## src/rtl/uart_tx_feeder_pkg.sv

```systemverilog
// Shared UART definitions: data width, line levels and the feeder state encoding.
package uart_tx_feeder_pkg;

  localparam int unsigned UART_DATA_W = 8;
  localparam int unsigned FEEDER_DEPTH = 16;

  localparam logic IDLE_VAL  = 1'b1;
  localparam logic START_VAL = 1'b0;
  localparam logic STOP_VAL  = 1'b1;

  typedef enum logic [1:0] {
    F_IDLE  = 2'd0,
    F_START = 2'd1,
    F_WAIT  = 2'd2
  } t_feeder_state;

endpackage

```

## src/rtl/uart_tx_feeder_sync_fifo.sv

```systemverilog
// Circular FIFO with occupancy count; head is visible on o_pop_data, no fall-through.
module sync_fifo #(
  parameter int unsigned DATA_W = 8,
  parameter int unsigned DEPTH  = 16
) (
  input  logic                       i_clk,
  input  logic                       i_rst,
  input  logic                       i_push,
  input  logic [DATA_W-1:0]          i_push_data,
  input  logic                       i_pop,
  output logic [DATA_W-1:0]          o_pop_data,
  output logic [$clog2(DEPTH):0]     o_level,
  output logic                       o_empty,
  output logic                       o_full
);

  localparam int unsigned PTR_W = $clog2(DEPTH);
  localparam int unsigned LVL_W = PTR_W + 1;

  logic [DATA_W-1:0] r_mem [DEPTH];
  logic [PTR_W-1:0]  r_wr_ptr;
  logic [PTR_W-1:0]  r_rd_ptr;
  logic [LVL_W-1:0]  r_level;
  logic              w_push;
  logic              w_pop;

  assign o_full     = (r_level == LVL_W'(DEPTH));
  assign o_empty    = (r_level == '0);
  assign o_level    = r_level;
  assign o_pop_data = r_mem[r_rd_ptr];

  // A full FIFO refuses a push even if a pop frees a slot in the same cycle.
  assign w_push = i_push && !o_full;
  assign w_pop  = i_pop && !o_empty;

  always_ff @(posedge i_clk) begin
    if (w_push) begin
      r_mem[r_wr_ptr] <= i_push_data;
    end
  end

  always_ff @(posedge i_clk) begin
    if (i_rst) begin
      r_wr_ptr <= '0;
      r_rd_ptr <= '0;
      r_level  <= '0;
    end else begin
      if (w_push) begin
        r_wr_ptr <= r_wr_ptr + PTR_W'(1);
      end
      if (w_pop) begin
        r_rd_ptr <= r_rd_ptr + PTR_W'(1);
      end
      case ({w_push, w_pop})
        2'b10:   r_level <= r_level + LVL_W'(1);
        2'b01:   r_level <= r_level - LVL_W'(1);
        default: r_level <= r_level;
      endcase
    end
  end

endmodule

```

## src/rtl/uart_tx_feeder.sv

```systemverilog
// Buffers producer bytes and hands them to uart_tx one frame at a time,
// holding tx_data stable until the frame's stop bit.
module uart_tx_feeder
  import uart_tx_feeder_pkg::*;
#(
  parameter int unsigned DATA_W = UART_DATA_W,
  parameter int unsigned DEPTH  = FEEDER_DEPTH
) (
  input  logic                   clk,
  input  logic                   rst,
  input  logic [DATA_W-1:0]      wr_data,
  input  logic                   wr_valid,
  output logic                   wr_ready,
  output logic [DATA_W-1:0]      tx_data,
  output logic                   tx_start,
  input  logic                   tx_busy,
  input  logic                   tx_done,
  output logic [$clog2(DEPTH):0] level,
  output logic                   empty,
  output logic                   full
);

  t_feeder_state     r_state;
  logic [DATA_W-1:0] r_tx_data;
  logic [DATA_W-1:0] w_head;
  logic              w_push;
  logic              w_pop;

  assign wr_ready = !full;
  assign w_push   = wr_valid && wr_ready;
  assign w_pop    = (r_state == F_IDLE) && !empty && !tx_busy;
  assign tx_start = (r_state == F_START);
  assign tx_data  = r_tx_data;

  sync_fifo #(
    .DATA_W (DATA_W),
    .DEPTH  (DEPTH)
  ) u_fifo (
    .i_clk       (clk),
    .i_rst       (rst),
    .i_push      (w_push),
    .i_push_data (wr_data),
    .i_pop       (w_pop),
    .o_pop_data  (w_head),
    .o_level     (level),
    .o_empty     (empty),
    .o_full      (full)
  );

  // One frame in flight at a time; tx_done only matters while waiting on it.
  always_ff @(posedge clk) begin
    if (rst) begin
      r_state   <= F_IDLE;
      r_tx_data <= '0;
    end else begin
      case (r_state)
        F_IDLE: begin
          if (w_pop) begin
            r_tx_data <= w_head;
            r_state   <= F_START;
          end
        end
        F_START: r_state <= F_WAIT;
        F_WAIT: begin
          if (tx_done) begin
            r_state <= F_IDLE;
          end
        end
        default: r_state <= F_IDLE;
      endcase
    end
  end

endmodule

```

## config.mk

```make
export PLATFORM = sky130hd
export DESIGN_NAME = uart_tx_feeder
export DESIGN_NICKNAME = d
export VERILOG_FILES = /design/src/rtl/uart_tx_feeder_pkg.sv /design/src/rtl/uart_tx_feeder_sync_fifo.sv /design/src/rtl/uart_tx_feeder.sv
export SDC_FILE = /design/constraint.sdc
export NUM_CORES = 1
export LEC_CHECK = 0
export BUFFER_PORTS_ARGS = -buffer_cell sky130_fd_sc_hd__buf_4
export CORE_ASPECT_RATIO = 1.5
export CORE_UTILIZATION = 60
export CTS_CLUSTER_DIAMETER = 60
export DETAILED_ROUTE_END_ITERATION = 10
export PLACE_DENSITY = 0.85
export SYNTH_ARGS = -nofsm -noshare
export SYNTH_HDL_FRONTEND = slang
export SYNTH_HIERARCHICAL = 1
export SYNTH_SLANG_ARGS = --single-unit
```

## constraint.sdc

```tcl
create_clock -name clk -period 4.6 [get_ports clk]
set_input_delay 0.92 -clock clk [delete_from_list [all_inputs] [get_ports clk]]
set_output_delay 0.92 -clock clk [all_outputs]
set_load 0.005 [all_outputs]
```

== After elaboration in Yosys (flattened, before gate mapping) ==
Memories as Yosys holds them, arrays and structs flattened. A register that Yosys moved wholly into a read port is not among the register bits.
Cells that the tools add are included.

* Register bits after elaboration: 15
* Memory bits (writable): 128
* Input port bits: 13
* Memories kept: 1

* Add/subtract/negate cells: 4
* Eq/ne operators: 7
* Multiplexer cells: 6
* Reduce and logical (&&, ||, !) cells: 13

{| class="wikitable"
|+ Memory list
! name !! depth !! bits a word !! rd ports !! clocked after Yosys merged registers in !! wr ports !! line !! text
|-
| u_fifo.r_mem || 16 || 8 || 1 || 1 || 1 || uart_tx_feeder_sync_fifo.sv:20 || <nowiki>logic [DATA_W-1:0] r_mem [DEPTH];</nowiki>
|}

{| class="wikitable"
|+ Operators with widths
! kind !! number
|-
| one-hot mux 5 bit (2 select lines) || 1
|-
| adder 4 x 1 -> 4 bit (second input constant) || 2
|-
| one-hot mux 2 bit (3 select lines) || 1
|-
| adder 5 x 1 -> 5 bit (second input constant) || 1
|-
| equality test 5 bit (second input constant) || 1
|-
| logical AND 1 bit || 5
|-
| zero test 5 bit || 1
|-
| subtractor 5 x 1 -> 5 bit (second input constant) || 1
|-
| equality test 2 x 1 -> 1 bit (second input constant) || 2
|-
| equality test 2 bit (second input constant) || 2
|-
| 2-to-1 mux 2 bit || 2
|-
| AND reduction 2 bit || 2
|-
| zero test 1 bit || 3
|-
| zero test 2 bit || 1
|-
| 2-to-1 mux 1 bit || 2
|-
| inequality test 2 x 1 -> 1 bit (second input constant) || 1
|-
| inequality test 2 bit (second input constant) || 1
|-
| nonzero test 2 bit || 1
|}

== Logic depth before layout (Yosys ltp) ==
* Word-level depth: 7
* Gate-level depth with buffers: 16

== Modules after synthesis ==
The synthesis kept the hierarchy.

{| class="wikitable"
|+ By module, submodules not included
! module !! times used !! cells each !! area an instance (µm²) !! seq. area each (µm²)
|-
| sync_fifo || 1 || 324 || 5836.8 || 4184.0
|-
| uart_tx_feeder || 1 || 43 || 450.4 || 200.2
|}

== Worst setup path after synthesis ==
No wires, ideal clock.

* Path kind: reg-to-reg
* Start: reg u_fifo.r_level[1], in the netlist u_fifo/o_level[1]
* End: reg u_fifo.r_level[4], in the netlist u_fifo/o_level[4]
* Arrival time: 3.168 ns
* Required time: 4.479 ns
* Slack: 1.311 ns
* Cell stages (with the launch flop): 16
* Path buffers: 3
* Cell sequence: dfxtp_1 > buf_6 > or4_4 > buf_6 > nor2_1 > nor2b_1 > o21a_4 > inv_1 > ha_1 > clkbuf_1 > xor2_1 > ha_1 > inv_1 > a21o_1 > a221oi_1 > mux2_2

{| class="wikitable"
|+ RTL lines
! what !! line !! text
|-
| start: declaration || uart_tx_feeder_sync_fifo.sv:23 || <nowiki>logic [LVL_W-1:0] r_level;</nowiki>
|-
| start signal: assignment || uart_tx_feeder_sync_fifo.sv:55 || <nowiki>2'b10: r_level <= r_level + LVL_W'(1);</nowiki>
|-
| start signal: assignment || uart_tx_feeder_sync_fifo.sv:56 || <nowiki>2'b01: r_level <= r_level - LVL_W'(1);</nowiki>
|-
| start signal: assignment || uart_tx_feeder_sync_fifo.sv:57 || <nowiki>default: r_level <= r_level;</nowiki>
|-
| equality test 5 bit (*) || uart_tx_feeder_sync_fifo.sv:27 || <nowiki>assign o_full = (r_level == LVL_W'(DEPTH));</nowiki>
|-
| named net full || uart_tx_feeder.sv:20 || <nowiki>output logic full</nowiki>
|-
| zero test 1 bit (*) || uart_tx_feeder.sv:29 || <nowiki>assign wr_ready = !full;</nowiki>
|-
| logical AND 1 bit (*) || uart_tx_feeder.sv:30 || <nowiki>assign w_push = wr_valid && wr_ready;</nowiki>
|-
| named net w_push || uart_tx_feeder.sv:26 || <nowiki>logic w_push;</nowiki>
|-
| logical AND 1 bit (*) || uart_tx_feeder_sync_fifo.sv:33 || <nowiki>assign w_push = i_push && !o_full;</nowiki>
|-
| equality test 2 x 1 -> 1 bit or equality test 2 bit (tied branches) || uart_tx_feeder_sync_fifo.sv:54 || <nowiki>case ({w_push, w_pop})</nowiki>
|-
| one-hot mux 5 bit (2 select lines) or nonzero test 2 bit (tied branches) || - ||
|}

The timed path passes the listed nets; every way through them passes the cells marked *.
A chain may end at the register's enable or synchronous reset.

== Worst setup path in the final report ==
* Start: reg u_fifo.r_level[1], in the netlist u_fifo/o_level[1]
* End: reg u_fifo.r_level[4], in the netlist u_fifo/o_level[4]

* Longest elaborated chain between the ends: 7

{| class="wikitable"
|+ RTL lines
! what !! line !! text
|-
| zero test 5 bit (*) || uart_tx_feeder_sync_fifo.sv:28 || <nowiki>assign o_empty = (r_level == '0);</nowiki>
|-
| zero test 1 bit (*) || uart_tx_feeder_sync_fifo.sv:34, uart_tx_feeder.sv:31 ||
|-
| logical AND 1 bit (2 in series) || uart_tx_feeder.sv:31 || <nowiki>assign w_pop = (r_state == F_IDLE) && !empty && !tx_busy;</nowiki>
|-
| logical AND 1 bit (*) || uart_tx_feeder_sync_fifo.sv:34 || <nowiki>assign w_pop = i_pop && !o_empty;</nowiki>
|-
| named net u_fifo.w_pop || uart_tx_feeder_sync_fifo.sv:25 || <nowiki>logic w_pop;</nowiki>
|-
| equality test 2 x 1 -> 1 bit or equality test 2 bit (tied branches) || uart_tx_feeder_sync_fifo.sv:54 ||
|-
| one-hot mux 5 bit (2 select lines) or nonzero test 2 bit (tied branches) || - ||
|}

Marked as above.

==> insert_results.sql <==
INSERT INTO impl_metrics (metric_group, metric, value, unit) VALUES
('status', 'status', 'complete, no violations', ''),
('cts', 'cts.sink_count', '155', ''),
('critical_path', 'reg2reg_slack', '1.10', 'ns'),
('pwr', 'combPwrFrac', '0.160', ''),
('grt', 'initial_antenna_violation_count', '0', ''),
('placed_design', 'place.detailed.hpwl', '7.64', 'mm'),
('grt', 'first_global_vias', '3477', ''),
('timing', 'final_count_of_pins_violating_max_slew', '0', ''),
('worst_hold_path', 'classification_of_the_worst_slack_hold_path', 'reg -> reg', ''),
('critical_path', 'delay_contributed_by_the_slowest_stage_of_the_critical_path', '0.64', 'ns'),
('synthesis', 'number_of_nets_in_the_synthesized_netlist', '388', ''),
('cells_and_area', 'finalInstanceArea', '7210', 'um2'),
('timing', 'maxSlewHeadroom', '0.301', ''),
('cts', 'htree_levels', '4', ''),
('critical_path', 'worst_r2r_endpoint', 'u_fifo/o_level[4]$_SDFFE_PP0P_', ''),
('cells_and_area', 'layout.nets', '421', ''),
('synthesis', 'library_cell_with_the_highest_instance_count_after_synthesis', 'sky130_fd_sc_hd__edfxtp_1', ''),
('synthesis', 'netlist_area', '6290', 'um2'),
('synthesis', 'ys_top_cells_by_area', 'sky130_fd_sc_hd__edfxtp_1, sky130_fd_sc_hd__mux4_2, sky130_fd_sc_hd__dfxtp_1', ''),
('placed_design', 'place_congestion', '0.758', ''),
('cells_and_area', 'drive_above_1_share', '0.269', ''),
('synthesis', 'async_reset_ff_frac', '0', ''),
('critical_path', 'maximum_net_fanout_on_the_critical_path', '14', ''),
('critical_path', 'worst_setup_path_start_kind', 'register', ''),
('timing', 'worst_slew_pin_slew', '1.04', 'ns'),
('timing', 'setup-tns-final', '0', 'ns'),
('pwr', 'power.share.sequential', '0.460', ''),
('critical_path', 'crit_start', 'u_fifo/o_level[1]$_SDFFE_PP0P_', ''),
('grt', 'grt_pass1_wl', '19.3', 'mm'),
('timing', 'hold_slack', '0.472', 'ns'),
('floorplan', 'core_region_area', '10100', 'um2'),
('routing', 'drtAntennaViolNets', '0', ''),
('synthesis', 'synth_top_area_cell', 'sky130_fd_sc_hd__edfxtp_1', ''),
('critical_path', 'worst-path-buf-inv', '3', ''),
('routing', 'drcViolationCount', '0', ''),
('synthesis', 'synthesis.yosys.warnings', '6', ''),
('synthesis', 'synth_edf_count', '128', ''),
('cts', 'cts.reportedPaths.clkPinSlew', '0.07', 'ns'),
('pwr', 'cell_internal_pwr', '2740', 'uW'),
('cts', 'postCtsHoldBufs', '0', ''),
('cells_and_area', 'multi_input_area', '1780', 'um2'),
('critical_path', 'worst-endpoint-arrival', '3.81', 'ns'),
('placed_design', 'buffer_ports.inserted', '29', ''),
('floorplan', 'floorplan.die.width', '85.6', 'um'),
('placed_design', 'dp_slack', '1.13', 'ns'),
('floorplan', 'placement_rows', '45', ''),
('cells_and_area', 'fillCellCount', '606', ''),
('floorplan', 'floorplan.initialDensity', '0.620', ''),
('grt', 'pin_count_of_the_biggest_net_entering_global_routing', '39', ''),
('timing', 'finalHoldViolCount', '0', ''),
('critical_path', 'capture_point_of_the_critical_path', 'u_fifo/o_level[4]$_SDFFE_PP0P_', ''),
('critical_path', 'crit_path_end_kind', 'register', ''),
('synthesis', 'synth.ff_latch_count', '155', ''),
('timing', 'clock-skew-final', '0.0125', 'ns'),
('critical_path', 'crit_chain', 'or4_4 -> nor2_1 -> nor4_4 -> buf_4 -> o21ai_4 -> inv_1 -> ha_1 -> xor2_1 -> ha_1 -> inv_1 -> a21o_1 -> a221oi_1 -> mux2_2', ''),
('cells_and_area', 'diodes', '0', ''),
('critical_path', 'critical-path-top-delay-family', 'simple AND/OR/NAND/NOR gates', ''),
('routing', 'routed_wl', '12.4', 'mm'),
('worst_hold_path', 'timing.hold.worst_path_depth', '2', ''),
('synthesis', 'ys_seq_area_frac', '0.697', ''),
('floorplan', 'dieHeight', '127', 'um'),
('synthesis', 'synth_ff_type', 'sky130_fd_sc_hd__edfxtp_1', ''),
('routing', 'drt-pass1-iter-count', '5', ''),
('grt', 'overflow', '0', ''),
('floorplan', 'die-area', '10900', 'um2'),
('critical_path', 'worst_r2r_startpoint', 'u_fifo/o_level[1]$_SDFFE_PP0P_', ''),
('routing', 'detail_route.vias_per_cell', '6.34', ''),
('placed_design', 'dpl-instance-area', '6600', 'um2'),
('critical_path', 'timing.setup.critical_path_class', 'reg -> reg', ''),
('cts', 'post_cts_resized', '0', ''),
('cts', 'clk_root_buffer_cell', 'sky130_fd_sc_hd__clkbuf_16', '');
worst min-delay path: stages, from the launching register on:
cell and delay, ns:
sky130_fd_sc_hd__dfxtp_1 0.31, sky130_fd_sc_hd__nand2b_1 0.06, sky130_fd_sc_hd__mux2i_1 0.05
how the worst min path moves through the flow:
stage	startpoint	end	slack, ns
global placement	tx_data[0]$_SDFFE_PP0P_	tx_data[0]$_SDFFE_PP0P_	0.46
CTS	tx_data[6]$_SDFFE_PP0P_	tx_data[6]$_SDFFE_PP0P_	0.48
global route	tx_data[6]$_SDFFE_PP0P_	tx_data[6]$_SDFFE_PP0P_	0.49
floorplan	tx_data[0]$_SDFFE_PP0P_	tx_data[0]$_SDFFE_PP0P_	0.46
finish	tx_data[6]$_SDFFE_PP0P_	tx_data[6]$_SDFFE_PP0P_	0.47
detailed placement	tx_data[6]$_SDFFE_PP0P_	tx_data[6]$_SDFFE_PP0P_	0.47
through the flow:
step	cells	power (uW)
finish	530	3670
global route	530	3810
floorplan	367	2130
detailed placement	498	2300
CTS	530	3690
global placement	498	2280
state kept, by name, indices dropped and copies added (netlist names), named ones only:
name and flops:
tx_data 8, u_fifo/o_level 5, u_fifo/r_wr_ptr 4, r_state 2, u_fifo/r_mem 128, u_fifo/r_rd_ptr 4
cell usage in the layout (no fill, tap or decap), types with 3 or more instances in the layout:
| master | Yosys | routed |
|---|---|---|
| sky130_fd_sc_hd__ha_1 | 8 | 8 |
| sky130_fd_sc_hd__mux2i_1 | 11 | 11 |
| sky130_fd_sc_hd__nor2b_1 | 3 | 3 |
| sky130_fd_sc_hd__dfxtp_1 | 27 | 25 |
| sky130_fd_sc_hd__buf_4 | 0 | 35 |
| sky130_fd_sc_hd__inv_6 | 0 | 3 |
| sky130_fd_sc_hd__inv_1 | 8 | 8 |
| sky130_fd_sc_hd__edfxtp_1 | 128 | 128 |
| sky130_fd_sc_hd__a22oi_1 | 16 | 16 |
| sky130_fd_sc_hd__xor2_1 | 7 | 7 |
| sky130_fd_sc_hd__clkbuf_16 | 0 | 21 |
| sky130_fd_sc_hd__nor2_1 | 34 | 34 |
| sky130_fd_sc_hd__nand2_1 | 14 | 14 |
| sky130_fd_sc_hd__nor3_1 | 6 | 6 |
| sky130_fd_sc_hd__mux4_2 | 32 | 32 |
| sky130_fd_sc_hd__nand2b_1 | 19 | 19 |
cell type report:
cell class                 count  share of cell area
sequential                   155               0.608
clock buffer                  23              0.0753
tap                          117              0.0203
clock inverter                 9             0.00920
multi-input combinational    183               0.246
inverter                       8             0.00416
timing repair buffer          35              0.0364
kinds of logic after synthesis:
| kind of cell | synth area share |
|---|---|
| and+or+nand+nor | 0.0744 |
| buffers and inverters | 0.0217 |
| xor gates and xnor gates | 0.0111 |
| adders and majority gates | 0.0159 |
| AOI/OAI and AO/OA | 0.0456 |
| DFF | 0.697 |
| muxes | 0.134 |
power groups by stage:
stage	Clock (uW)	Combinational, uW	Sequential, uW
detailed placement	0	583	1720
global placement	0	562	1710
floorplan	0	470	1660
finish	1390	588	1690
global route	1470	635	1700
CTS	1410	593	1690
metal layers:
| metal | GRT usage | up-vias | share of wire |
|---|---|---|---|
| met2 | 0.443 | 134 | 0.55 |
| met4 | 0.121 | 0 | 0.027 |
| met3 | 0.0640 | 34 | 0.050 |
| met1 | 0.293 | 1712 | 0.37 |
| met5 | 0 | - | 0 |
| li1 | - | 1478 | - |
No activity file was read; power rests on OpenSTA's default activity.
